===== src/rtl/mole_game_ctrl.sv =====
// Whack-a-mole sequencer: lights one LED per window, judges the switches, emits hit/miss pulses, tracks lives.
// Switch/start edges reach the FSM three clk edges after first sampling; all outputs are registered.
module mole_game_ctrl #(
  parameter int unsigned WIN_TICKS = 4,
  parameter int unsigned LIVES     = 3,
  parameter logic [7:0]  SEED      = 8'hB8
) (
  input  logic       clk,
  input  logic       clr,
  input  logic       tick,
  input  logic       start,
  input  logic [7:0] sw,
  output logic [7:0] led,
  output logic       hit,
  output logic       miss,
  output logic [1:0] lives,
  output logic       game_over
);

  typedef enum logic [2:0] {S_IDLE, S_ARM, S_UP, S_HIT, S_MISS, S_OVER} state_t;

  state_t     state;
  logic [7:0] sw_s1, sw_s2, sw_s3, sw_rise;
  logic       st_s1, st_s2, st_s3, start_rise;
  logic [7:0] lfsr;
  logic [2:0] prev_idx;
  logic [2:0] pick;
  logic [3:0] timer;
  logic       wrong_rise;

  // Edge pulses are registered so the FSM only ever sees clean one-cycle rises.
  always_ff @(posedge clk or posedge clr) begin
    if (clr) begin
      sw_s1      <= '0;
      sw_s2      <= '0;
      sw_s3      <= '0;
      sw_rise    <= '0;
      st_s1      <= 1'b0;
      st_s2      <= 1'b0;
      st_s3      <= 1'b0;
      start_rise <= 1'b0;
    end else begin
      sw_s1      <= sw;
      sw_s2      <= sw_s1;
      sw_s3      <= sw_s2;
      sw_rise    <= sw_s2 & ~sw_s3;
      st_s1      <= start;
      st_s2      <= st_s1;
      st_s3      <= st_s2;
      start_rise <= st_s2 & ~st_s3;
    end
  end

  always_ff @(posedge clk or posedge clr) begin
    if (clr) lfsr <= SEED;
    else     lfsr <= {lfsr[6:0], lfsr[7] ^ lfsr[5] ^ lfsr[4] ^ lfsr[3]};
  end

  // Bump a repeated index so the same LED is never lit twice running.
  assign pick       = (lfsr[2:0] == prev_idx) ? lfsr[2:0] + 3'd1 : lfsr[2:0];
  assign wrong_rise = |(sw_rise & ~led);

  always_ff @(posedge clk or posedge clr) begin
    if (clr) begin
      state     <= S_IDLE;
      led       <= '0;
      hit       <= 1'b0;
      miss      <= 1'b0;
      lives     <= '0;
      game_over <= 1'b0;
      prev_idx  <= 3'd7;
      timer     <= '0;
    end else begin
      hit  <= 1'b0;
      miss <= 1'b0;
      case (state)
        S_IDLE: begin
          led <= '0;
          if (start_rise) begin
            lives <= 2'(LIVES);
            state <= S_ARM;
          end
        end
        S_ARM: begin
          prev_idx <= pick;
          led      <= 8'd1 << pick;
          timer    <= 4'(WIN_TICKS);
          state    <= S_UP;
        end
        S_UP: begin
          if (tick && timer != 4'd0) timer <= timer - 4'd1;
          if (wrong_rise) begin
            miss  <= 1'b1;
            led   <= '0;
            state <= S_MISS;
          end else if (sw_rise[prev_idx]) begin
            hit   <= 1'b1;
            led   <= '0;
            state <= S_HIT;
          end else if (tick && timer == 4'd1) begin
            miss  <= 1'b1;
            led   <= '0;
            state <= S_MISS;
          end
        end
        S_HIT: state <= S_ARM;
        S_MISS: begin
          if (lives != 2'd0) lives <= lives - 2'd1;
          if (lives == 2'd1) begin
            led       <= 8'hFF;
            game_over <= 1'b1;
            state     <= S_OVER;
          end else begin
            state <= S_ARM;
          end
        end
        S_OVER: begin
          if (start_rise) begin
            lives     <= 2'(LIVES);
            led       <= '0;
            game_over <= 1'b0;
            state     <= S_ARM;
          end
        end
        default: state <= S_IDLE;
      endcase
    end
  end

endmodule


===== config.mk =====
export PLATFORM = sky130hd
export DESIGN_NAME = mole_game_ctrl
export DESIGN_NICKNAME = d
export VERILOG_FILES = /design/src/rtl/mole_game_ctrl.sv
export SDC_FILE = /design/constraint.sdc
export NUM_CORES = 1
export LEC_CHECK = 0
export ABC_CLOCK_PERIOD_IN_PS = 2700
export BUFFER_PORTS_ARGS = -buffer_cell sky130_fd_sc_hd__buf_4
export CELL_PAD_IN_SITES_DETAIL_PLACEMENT = 0
export CELL_PAD_IN_SITES_GLOBAL_PLACEMENT = 2
export CORE_ASPECT_RATIO = 1.2
export CORE_MARGIN = 1
export CORE_UTILIZATION = 40
export DETAILED_ROUTE_END_ITERATION = 8
export PLACE_DENSITY_LB_ADDON = 0.1
export SYNTH_ARGS = -nofsm -noshare
export SYNTH_HDL_FRONTEND = slang
export SYNTH_SLANG_ARGS = --single-unit

===== constraint.sdc =====
create_clock -name clk -period 2.7 [get_ports clk]
set_input_delay 0.405 -clock clk [delete_from_list [all_inputs] [get_ports clk]]
set_output_delay 0.405 -clock clk [all_outputs]
set_load 0.01 [all_outputs]

==> flow_metrics.tcl <==
set metrics [dict create \
    drt-initial-drc-count 32 \
    clk_pin_slew_ns 0.08 \
    max-clock-path-buffers 2 \
    hp-class "input pin to async pin" \
    ys.warnings.count 0 \
    cp_num_buf_inv 0 \
    fin_worst_skew_ns 0.01177 \
    diodes 0 \
    hpwl_mm 3.617 \
    fin_tns_setup_ns 0 \
    syn_inst 216 \
    post-cts-setup-buffer-count 0 \
    via_per_inst 4.988 \
    synth_nets 233 \
    finalNonFillerCells 339 \
    crit_family "multiplexers" \
    place_congestion 0.8263 \
    layout-drive-gt1-share_pct 25.20 \
    place_area_um2 3052 \
    grtUsageTotal_pct 15.63 \
    synth_cell_types 37 \
    slowest_stage "dfstp_2" \
    area_growth_pct 17.01 \
    powerDensity_nw_per_um2 952.6 \
    n_fill_cell 595 \
    grt.overflow.total 0 \
    use_met3_pct 3.415 \
    numCtsBuffers 9 \
    required_ns 2.92 \
    crit_path_end_kind "flop" \
    async_flop_share_pct 100.0 \
    cap_violations 0 \
    pre_cts_slack_ns 0.3367 \
    yosysTopAreaCell "dfrtp_1" \
    synth-seq-area-share_pct 61.09 \
    die-height_um 92.98 \
    total_leakage_power_nw 1.499 \
    cts_hold_buf 0 \
    rows 32 \
    fin_ws_ns 0.3236 \
    crit_fanout 5 \
    synth_area_um2 2759 \
    die_area_um2 7235 \
    drtPass1Iterations 4 \
    io_buffers 24 \
    h-tree-depth 3 \
    synth-edff-count 0 \
    io_pins 25 \
    cpPeakStageDelay_ns 0.58 \
    cts-root-buf "clkbuf_8" \
    synth_ff_type "dfrtp_1" \
    synthDominantCellAreaShare_pct 54.42 \
    antenna_found_initial 0 \
    peakVddDrop_uv 377.3 \
    path_class "flop to flop" \
    fin_nets 266 \
    setup_viol 0 \
    numPlacedInstances 323 \
    vias 1691 \
    start_util_pct 42.27 \
    ys_ff_latch 67 \
    drc_errors 0 \
    insertion_delay_ns 0.34 \
    cts_sinks 67 \
    grt_use_met2_pct 27.43 \
    cts_resized 0 \
    slew_headroom_pct 49.97 \
    routed_wl_mm 4.896 \
    grt_start_max_net_pins 43 \
    grt_setup_unrepaired "no" \
    final_area_um2 3228 \
    cp.arrival_ns 2.60 \
    whs_ns 0.1278 \
    slew_viol_final 0 \
    die_x_um 77.82 \
    fp.coreArea_um2 6526 \
    grt_use_met1_pct 17.81 \
    layout_worst_path_cycle_share_pct 88.02 \
    grt_pass1_wl_mm 8.445 \
    ant_nets 0 \
    fmax_mhz 420.8 \
    synth_area_leaders "dfrtp_1 54%, dfstp_2 6.7%, nor2b_1 3.9%" \
    startpoint_type "flop" \
    tightestPinTransition_ns 0.7296 \
    syn_area_per_cell_um2 12.77 \
    grt_pass1_vias 1786 \
    cp_cell_sequence "mux4_1, mux2_4, o41ai_2, nor2_1, a22o_1" \
    outcome "complete, no violations" \
    grt.busiest_layer "met2" \
    hold_violations 0 \
    cts_tree "done" \
    routedWlPerCell_um 14.44 \
    fin_crit_ns 2.376 \
]
## registers in the layout (all words and copies together), names as in the netlist, 2 cells and up
register and flops:
led 8, lfsr 8, sw_rise 8, sw_s1 8, sw_s2 8, sw_s3 8, timer 4, prev_idx 3
state 3, lives 2
## per-layer routing
| metal | up-vias | wire, µm |
|---|---|---|
| li1 | 813 | - |
| met1 | 838 | 2098 |
| met2 | 29 | 2551 |
| met3 | 11 | 136 |
| met4 | 0 | 108 |
| met5 | - | 0 |
## worst paths after layout
check | start | end | slack, ns | depth (start not counted)
max reg2reg | prev_idx[0] | state[2] | 0.32 | 5
max in group asynchronous | clr | prev_idx[0] | 1.89 | 3
min reg2reg | sw_s1[0] | sw_s2[0] | 0.35 | 0
max | prev_idx[0] | state[2] | 0.32 | 5
min | clr | led[6] | 0.13 | 2
min in group clk | sw[4] | sw_s1[4] | 0.17 | 1
## final cells by class
class                   instances  area (µm²)  area share (%)
clock inverters                 7       52.55           1.628
well taps                      85       106.4           3.295
clock buffers                   9       123.9           3.837
repair buffers                 27       215.2           6.667
multi-input cells             129       988.4           30.62
inverters                      15       56.30           1.744
flip-flops and latches         67        1685           52.21
## where the power goes
group | total, mW | internal, mW | switching (mW)
Sequential | 1.34 | 1.17 | 0.177
Clock | 0.731 | 0.340 | 0.391
Combinational | 1.00 | 0.480 | 0.521
## layout by cell type, fill, tap and decap left out, types with 2 or more instances in the layout
cell type | Yosys | layout
mux2_4 | 5 | 5
o31ai_1 | 6 | 6
clkbuf_8 | 0 | 9
inv_1 | 14 | 13
dfrtp_1 | 60 | 60
buf_4 | 2 | 26
a2111o_1 | 2 | 2
ha_1 | 5 | 5
clkinv_4 | 0 | 2
a31oi_1 | 7 | 7
nand2b_1 | 2 | 2
a21oi_1 | 4 | 4
nor3_1 | 4 | 4
nand3_1 | 6 | 6
xnor2_1 | 6 | 6
clkinv_2 | 0 | 3
nor2b_1 | 17 | 17
nor3b_1 | 2 | 2
nand2_1 | 13 | 13
mux4_1 | 2 | 2
mux2i_1 | 10 | 10
mux2_2 | 4 | 4
nor2_1 | 12 | 12
xor2_1 | 4 | 4
dfstp_2 | 7 | 7
o21ai_0 | 7 | 7
## cells in the mapped netlist (2+ instances only)
| master | count |
|---|---|
| nor3_1 | 4 |
| mux2i_1 | 10 |
| nor2b_1 | 17 |
| xnor2_1 | 6 |
| nor3b_1 | 2 |
| nand2b_1 | 2 |
| dfrtp_1 | 60 |
| nand2_1 | 13 |
| mux2_2 | 4 |
| mux4_1 | 2 |
| o31ai_1 | 6 |
| buf_4 | 2 |
| o21ai_0 | 7 |
| a2111o_1 | 2 |
| a31oi_1 | 7 |
| mux2_4 | 5 |
| nand3_1 | 6 |
| inv_1 | 14 |
| nor2_1 | 12 |
| dfstp_2 | 7 |
| a21oi_1 | 4 |
| buf_2 | 2 |
| xor2_1 | 4 |
| ha_1 | 5 |
## worst reg2reg max path, cell delays in order, from the launching register on
cell and delay (ns):
dfstp_2 0.58, mux4_1 0.56, mux2_4 0.33, o41ai_2 0.52
nor2_1 0.08, a22o_1 0.20
## through the flow
stage	util (%)	total power, mW
after floorplan	-	2.068
after global placement	46.76	2.352
after detailed placement	46.76	2.374
after CTS	49.46	3.129
after global routing	49.46	3.294
final	49.46	3.075
## logic make-up (layout without fill, tap and decap cells)
| kind of cell | after synthesis | after routing | synth area share (%) |
|---|---|---|---|
| muxes | 21 | 21 | 9.887 |
| xor gates and xnor gates | 10 | 10 | 3.174 |
| AOI/OAI and AO/OA | 31 | 31 | 8.390 |
| adders and majority gates | 5 | 5 | 2.268 |
| and+or+nand+nor | 62 | 62 | 12.11 |
| buffers and inverters | 20 | 58 | 3.083 |
| DFF | 67 | 67 | 61.09 |
Note: power is estimated with default switching activity, not from simulation.
